--- config.mk ---
export PLATFORM = sky130hd
export DESIGN_NAME = bbus_rf
export DESIGN_NICKNAME = d
export VERILOG_FILES = /design/src/rtl/bbus_pkg.sv /design/src/rtl/bbus_regbank.sv /design/src/rtl/bbus_rf.sv
export SDC_FILE = /design/constraint.sdc
export NUM_CORES = 1
export LEC_CHECK = 0
export ABC_CLOCK_PERIOD_IN_PS = 14000
export CORE_ASPECT_RATIO = 0.5
export CORE_UTILIZATION = 40
export DETAILED_ROUTE_END_ITERATION = 8
export GPL_TIMING_DRIVEN = 0
export PLACE_DENSITY = 0.65
export SKIP_LAST_GASP = 1
export SLEW_MARGIN = 5
export SYNTH_ARGS = -nofsm -noshare
export SYNTH_HDL_FRONTEND = slang
export SYNTH_HIERARCHICAL = 1
export SYNTH_SLANG_ARGS = --single-unit
--- constraint.sdc ---
create_clock -name clk -period 14 [get_ports clk]
set_input_delay 2.1 -clock clk [delete_from_list [all_inputs] [get_ports clk]]
set_output_delay 2.1 -clock clk [all_outputs]
set_load 0.1 [all_outputs]
--- src/rtl/bbus_pkg.sv ---
// B-bus select code map and default datapath sizing.
// Shared by every block that drives or decodes B_SEL.
package bbus_pkg;

    localparam int DW_DEF   = 19;
    localparam int NREG_DEF = 12;

    localparam int SEL_NONE   = 0;
    localparam int SEL_DMAR   = 1;
    localparam int SEL_DMDR   = 2;
    localparam int SEL_R_BASE = 3;

    function automatic int sel_imm(input int nreg);
        return nreg + SEL_R_BASE;
    endfunction

endpackage

--- src/rtl/bbus_regbank.sv ---
// General register bank: one write port, one B-bus read port.
// The read port forwards same-cycle write data.
module bbus_regbank
    import bbus_pkg::*;
#(
    parameter int DW   = DW_DEF,
    parameter int NREG = NREG_DEF,
    parameter int SELW = 4
) (
    input  logic            clk,
    input  logic            rst,
    input  logic            wr_en,
    input  logic [SELW-1:0] wr_addr,
    input  logic [DW-1:0]   wr_data,
    input  logic [SELW-1:0] rd_idx,
    output logic [DW-1:0]   rd_data
);

    localparam int IW = $clog2(NREG);
    localparam logic [SELW-1:0] NR = SELW'(NREG);

    logic [DW-1:0] regs [NREG];
    logic          wr_ok;
    logic          rd_ok;
    logic [IW-1:0] wi;
    logic [IW-1:0] ri;

    assign wr_ok = wr_en && (wr_addr < NR);
    assign rd_ok = rd_idx < NR;
    assign wi    = wr_addr[IW-1:0];
    assign ri    = rd_idx[IW-1:0];

    always_ff @(posedge clk or posedge rst) begin
        if (rst) begin
            for (int i = 0; i < NREG; i++) begin
                regs[i] <= '0;
            end
        end else if (wr_ok) begin
            regs[wi] <= wr_data;
        end
    end

    always_comb begin
        rd_data = '0;
        if (rd_ok) begin
            rd_data = (wr_ok && wr_addr == rd_idx) ? wr_data : regs[ri];
        end
    end

endmodule

--- src/rtl/bbus_rf.sv ---
// B-bus operand source: register bank, select decode and a
// one-deep valid/ready output register.
module bbus_rf
    import bbus_pkg::*;
#(
    parameter int DW   = DW_DEF,
    parameter int NREG = NREG_DEF,
    parameter int SELW = 4
) (
    input  logic            clk,
    input  logic            rst,
    input  logic [SELW-1:0] B_SEL,
    input  logic            sel_valid,
    output logic            sel_ready,
    input  logic [DW-1:0]   DMAR,
    input  logic [DW-1:0]   DMDR,
    input  logic [DW-1:0]   IMM,
    input  logic            wr_en,
    input  logic [SELW-1:0] WR_ADDR,
    input  logic [DW-1:0]   wr_data,
    input  logic            b_ready,
    output logic [DW-1:0]   b_out,
    output logic            b_valid,
    output logic            b_err
);

    localparam logic [SELW-1:0] C_NONE = SELW'(SEL_NONE);
    localparam logic [SELW-1:0] C_DMAR = SELW'(SEL_DMAR);
    localparam logic [SELW-1:0] C_DMDR = SELW'(SEL_DMDR);
    localparam logic [SELW-1:0] C_RB   = SELW'(SEL_R_BASE);
    localparam logic [SELW-1:0] C_IMM  = SELW'(sel_imm(NREG));

    logic [SELW-1:0] ridx;
    logic [DW-1:0]   rdat;
    logic [DW-1:0]   op;
    logic            err;
    logic            acc;

    assign ridx = B_SEL - C_RB;

    bbus_regbank #(
        .DW   (DW),
        .NREG (NREG),
        .SELW (SELW)
    ) u_rb (
        .clk     (clk),
        .rst     (rst),
        .wr_en   (wr_en),
        .wr_addr (WR_ADDR),
        .wr_data (wr_data),
        .rd_idx  (ridx),
        .rd_data (rdat)
    );

    always_comb begin
        op  = '0;
        err = 1'b0;
        unique case (1'b1)
            (B_SEL == C_NONE): op = '0;
            (B_SEL == C_DMAR): op = DMAR;
            (B_SEL == C_DMDR): op = DMDR;
            (B_SEL >= C_RB && B_SEL < C_IMM): op = rdat;
            (B_SEL == C_IMM): op = IMM;
            default: err = 1'b1;
        endcase
    end

    assign sel_ready = !b_valid || b_ready;
    assign acc       = sel_valid && sel_ready;

    always_ff @(posedge clk or posedge rst) begin
        if (rst) begin
            b_out   <= '0;
            b_valid <= 1'b0;
            b_err   <= 1'b0;
        end else if (acc) begin
            b_out   <= op;
            b_err   <= err;
            b_valid <= 1'b1;
        end else if (b_ready) begin
            b_valid <= 1'b0;
        end
    end

endmodule
Word-level counts from Yosys, hierarchy flattened
Index checks and enable logic that the tools add are counted.

cells by class
  reductions and logical operators = 10
  equality and inequality tests = 4
  $add $sub $neg = 1
  bitwise gates (word level) = 2
  order comparisons = 7
  mux-type cells = 12

operators by type and width
  cell                 number
  $bwmux 228           1
  $mux 19              5
  $bmux 19 s4          1
  $demux 19 s4         1
  $pmux 19 s4          1
  $lt 4x4->1 const B   3
  $ge 5x5->1 const B   2
  $not 4->5            2
  $logic_and 1x1->1    5
  $lt 5x1->1 const B   1
  $reduce_or 5->1      1
  $eq 4x1->1 const B   1
  $eq 4x2->1 const B   1
  $eq 4x4->1           1
  $eq 4x4->1 const B   1
  $ge 4x2->1 const B   1
  $logic_not 4->1      1
  $sub 4x2->4 const B  1
  $mux 1               3
  $reduce_bool 2->1    1
  $logic_not 1->1      1
  $logic_or 1x1->1     1

word-level totals
  output and inout bits = 22
  register bits after elaboration = 249
  logic and storage cells = 51
  input port bits = 89

Longest topological paths before layout
  word-level depth = 8
  mapped depth = 14
  gate-level depth less buffers = 10

Hierarchy
Netlist, hierarchy kept.

modules (own cells, without submodules)
  module        area an instance (um^2)  sequential area each (um^2)  instances  cells an instance
  bbus_regbank  11,026.8                 5,705.5                      1          706
  bbus_rf       1,610.3                  525.5                        1          210

Worst setup path before layout
No wires, ideal clock.

  path type = input to output
  from = input b_ready
  to = output sel_ready
  buffers on the path = 0
  required time = 11.900 ns
  stages on the path = 1
  path slack = 9.021 ns
  arrival = 2.879 ns
  path through = nand2b_1

on the way
  word-level cells in the longest chain between the ends = 1

RTL lines
  element             line           source
  start: declaration  bbus_rf.sv:21  input logic b_ready,
  $logic_or 1x1->1    bbus_rf.sv:68  assign sel_ready = !b_valid || b_ready;
  end: declaration    bbus_rf.sv:14  output logic sel_ready,

Every way passes these cells.

Worst setup path in the final report
Same ends and word-level chain as after synthesis.

==> impl_metrics.sql <==
INSERT INTO impl_metrics (metric_group, metric, value, unit) VALUES
('outcome', 'outcome', 'complete, no violations', ''),
('setup_path', 'setup.worst_path.start_class', 'input pin', ''),
('placement', 'post_detail_place_hpwl', '23.29', 'mm'),
('logic_synthesis', 'yosysWarningCount', '6', ''),
('grt', 'grt_start_max_net_pins', '134', ''),
('setup_path', 'timing.critical_path.to_type', 'primary output', ''),
('logic_synthesis', 'syn_area', '12640', 'um^2'),
('timing', 'maxSlewViolCount', '0', ''),
('clock_network', 'cts.reportedPaths.clkPinSlew', '60', 'ps'),
('setup_path', 'crit-reg2reg-launch', 'u_rb/regs[187]', ''),
('clock_network', 'max-clock-path-buffers', '3', ''),
('grt', 'antenna_violations_before_repair', '0', ''),
('clock_network', 'cts.sinks', '249', ''),
('setup_path', 'reg2reg_depth', '8', ''),
('clock_network', 'cts_root_buffer', 'clkbuf_16', ''),
('finish', 'n_fill_cell', '2583', ''),
('logic_synthesis', 'syn-mean-instance-area', '13.80', 'um^2'),
('logic_synthesis', 'post_synth_inst_count', '916', ''),
('die', 'io-pin-count', '111', ''),
('setup_path', 'start_to_end_type_of_the_worst_setup_path', 'input pin to primary output', ''),
('power_and_ir_drop', 'power_per_cell_area', '149.8', 'nW/um^2'),
('route', 'postRouteWirelength', '32.83', 'mm'),
('die', 'core_region_area', '30690', 'um^2'),
('route', 'dr.first_iter.drc_count', '410', ''),
('logic_synthesis', 'synthesis.nets', '1009', ''),
('timing', 'final_min_period_over_clock_period', '42.34', '%'),
('logic_synthesis', 'count_of_different_cell_masters_after_synthesis', '43', ''),
('clock_network', 'tritoncts', 'built', ''),
('die', 'die-area', '32350', 'um^2'),
('timing', 'report.final.hold_viol_count', '0', ''),
('die', 'floorplan.die.width', '253.4', 'um'),
('route', 'dr.pass1.iters', '5', ''),
('worst_hold_path', 'worst_hold_path_type', 'register to register', ''),
('setup_path', 'worst_path_most_repeated_cell', 'clkdlybuf4s50_1', ''),
('setup_path', 'worst-path-buf-inv', '2', ''),
('timing', 'max_slew.worst_pin.slew', '994.9', 'ps'),
('timing', 'timing.slew.headroom', '33.46', '%'),
('timing', 'setup_total_negative_slack', '0', 'ps'),
('power_and_ir_drop', 'static-leakage-power', '6.324', 'nW'),
('die', 'floorplan.die.height', '127.7', 'um'),
('setup_path', 'r2r_end', 'b_out[16]', ''),
('setup_path', 'critical_path.max_stage_delay', '1140', 'ps'),
('worst_hold_path', 'hold_path_sink', 'u_rb/regs[190]', ''),
('clock_network', 'post-cts-setup-buffer-count', '0', ''),
('finish', 'finalNetCount', '1145', ''),
('placement', 'io_buffer_count', '108', ''),
('power_and_ir_drop', 'p_total', '0.002275', 'W'),
('route', 'detail-route-antenna-nets', '0', ''),
('logic_synthesis', 'post_synth_edffs', '0', ''),
('clock_network', 'numCtsBuffers', '25', ''),
('die', 'initial_utilization', '41.18', '%'),
('logic_synthesis', 'synth_ff_type', 'dfrtp_1', ''),
('worst_hold_path', 'hold_start', 'u_rb/regs[190]', ''),
('setup_path', 'critical_path.top_delay_family', 'buffers and inverters', ''),
('grt', 'first_global_vias', '8753', ''),
('power_and_ir_drop', 'ir_drop', '0.00009582', 'V'),
('logic_synthesis', 'ys_async_sr_fraction', '100.0', '%'),
('clock_network', 'postCtsHoldBufs', '0', ''),
('timing', 'finClkSkew', '11.40', 'ps'),
('clock_network', 'post_cts.resized_instances', '0', ''),
('timing', 'rsz_0062_raised_after_global_routing', 'no', ''),
('grt', 'grt_use_total', '20.53', '%'),
('die', 'number_of_placement_rows', '45', ''),
('logic_synthesis', 'yosysSeqAreaShare', '49.31', '%'),
('worst_hold_path', 'min_delay_path_depth', '1', ''),
('setup_path', 'worstPathMaxFanout', '3', ''),
('finish', 'area_growth', '20.14', '%'),
('grt', 'global_route_wire_length_before_repair', '51.07', 'mm'),
('timing', 'finalWorstPathRequiredPeriod', '5927', 'ps'),
('placement', 'finalWeightedCongestion', '0.8706', ''),
('job', 'drv_cap', '0', '');
[cell usage in the layout (no fill, tap or decap), types with 2 or more instances in the layout]
master	Yosys	layout
nand2b_1	13	13
buf_2	35	35
xnor2_1	2	2
a32oi_1	17	17
a211oi_2	7	7
mux4_2	24	24
a22oi_1	19	19
mux4_1	33	33
dfrtp_1	249	249
clkbuf_16	0	25
a31oi_1	2	2
clkinv_2	0	6
clkdlybuf4s50_1	0	108
a21oi_1	18	18
o221ai_1	2	2
o21ai_0	28	28
xor2_1	2	2
buf_6	8	8
nor2b_1	20	20
ha_1	4	4
bufinv_16	0	4
clkbuf_8	0	7
and2_1	2	2
buf_4	7	7
inv_1	21	20
nand3b_1	4	4
nor2_1	20	20
o21ai_1	8	8
nor2_2	6	6
nand2_1	20	20
clkbuf_1	32	34
a211oi_1	31	31
mux2_2	247	247
or3_1	3	3
o31ai_1	19	19
[cell type report]
cell class | instances | area, um^2 | share of cell area, %
clock buffer | 34 | 729.5 | 4.805
clock inverter | 11 | 170.2 | 1.121
inverter | 21 | 86.33 | 0.5686
buffer | 83 | 441.7 | 2.909
sequential | 249 | 6231 | 41.04
timing repair buffer | 109 | 1109 | 7.302
multi-input combinational | 563 | 5886 | 38.77
tap | 423 | 529.3 | 3.486
[state kept, by name, indices dropped and copies added, names as in the netlist]
register and flops:
u_rb/regs 228, b_out 19, b_err 1, b_valid 1
[layer usage]
layer / global-route usage [%] / vias up / wire (um)
met5: 0 / - / 0
met4: 3.993 / 0 / 484
met3: 2.234 / 30 / 1295
met2: 34.46 / 188 / 15370
met1: 29.07 / 4415 / 15680
li1: - / 3734 / -
[where the power goes]
part           internal (W)  switching, W  total [W]
Clock              0.000440      0.000288   0.000727
Sequential         0.000883     0.0000764   0.000959
Combinational      0.000294      0.000294   0.000588
Total               0.00162      0.000658    0.00227
[synthesized netlist by cell type (2+ instances only)]
cell type    n  area share, %
mux4_1      33            6.9
nor2_1      20           0.59
nand3b_1     4           0.24
nand2b_1    13           0.64
or3_1        3           0.15
o221ai_1     2           0.14
a211oi_2     7           0.69
xor2_1       2           0.14
clkbuf_1    32           0.95
a22oi_1     19            1.1
a21oi_1     18           0.71
o31ai_1     19            1.1
mux4_2      24            4.3
o21ai_0     28            1.1
buf_4        7           0.42
o21ai_1      8           0.32
buf_6        8           0.71
ha_1         4           0.40
nand2_1     20           0.59
a31oi_1      2          0.099
a32oi_1     17            1.2
nor2b_1     20           0.99
xnor2_1      2           0.14
a211oi_1    31            1.8
and2_1       2          0.099
dfrtp_1    249             49
inv_1       21           0.62
mux2_2     247             22
nor2_2       6           0.30
buf_2       35            1.4
[worst reg2reg max path, delay by kind of cell, from the launching register on]
| kind | cells | cell delay (ps) |
|---|---|---|
| compound gates | 5 | 770 |
| buf+inv | 1 | 120 |
| flops | 1 | 370 |
| mux | 2 | 880 |
[cells by family (layout without fill, tap and decap cells)]
| kind of cell | after synthesis | count (layout) | synth area share [%] |
|---|---|---|---|
| and+or+nand+nor | 97 | 97 | 4.178 |
| xor gates and xnor gates | 4 | 4 | 0.2773 |
| AOI/OAI and AO/OA | 153 | 153 | 8.485 |
| DFF | 249 | 249 | 49.31 |
| buffers and inverters | 104 | 258 | 4.119 |
| adders and majority gates | 4 | 4 | 0.3961 |
| muxes | 305 | 305 | 33.24 |
[how the worst max path moves through the flow]
| stage | startpoint | to | slack [ps] | cells past startpoint |
|---|---|---|---|---|
| after floorplan | rst | u_rb/regs[0] | 5650 | 1 |
| after global placement | rst | u_rb/regs[175] | 3200 | 2 |
| after detailed placement | b_ready | sel_ready | 8080 | 3 |
| after CTS | b_ready | sel_ready | 8070 | 3 |
| after global routing | b_ready | sel_ready | 8030 | 3 |
| final | b_ready | sel_ready | 8070 | 3 |
[through the flow]
| stage | instance area [um^2] | hold slack (ps) | setup slack [ps] | std cells | util, % |
|---|---|---|---|---|---|
| 4_1_cts | 15180 | 499.5 | 8071 | 1493 | 49.48 |
| 3_3_place_gp | 14250 | 478.5 | 3202 | 1447 | 46.43 |
| 6_report | 15180 | 497.1 | 8073 | 1493 | 49.48 |
| 2_1_floorplan | 12640 | 470.4 | 5652 | 916 | - |
| 5_1_grt | 15180 | 510.0 | 8027 | 1493 | 49.48 |
| 3_5_place_dp | 14280 | 485.5 | 8081 | 1448 | 46.54 |
Power figures use the tool's default switching activity.
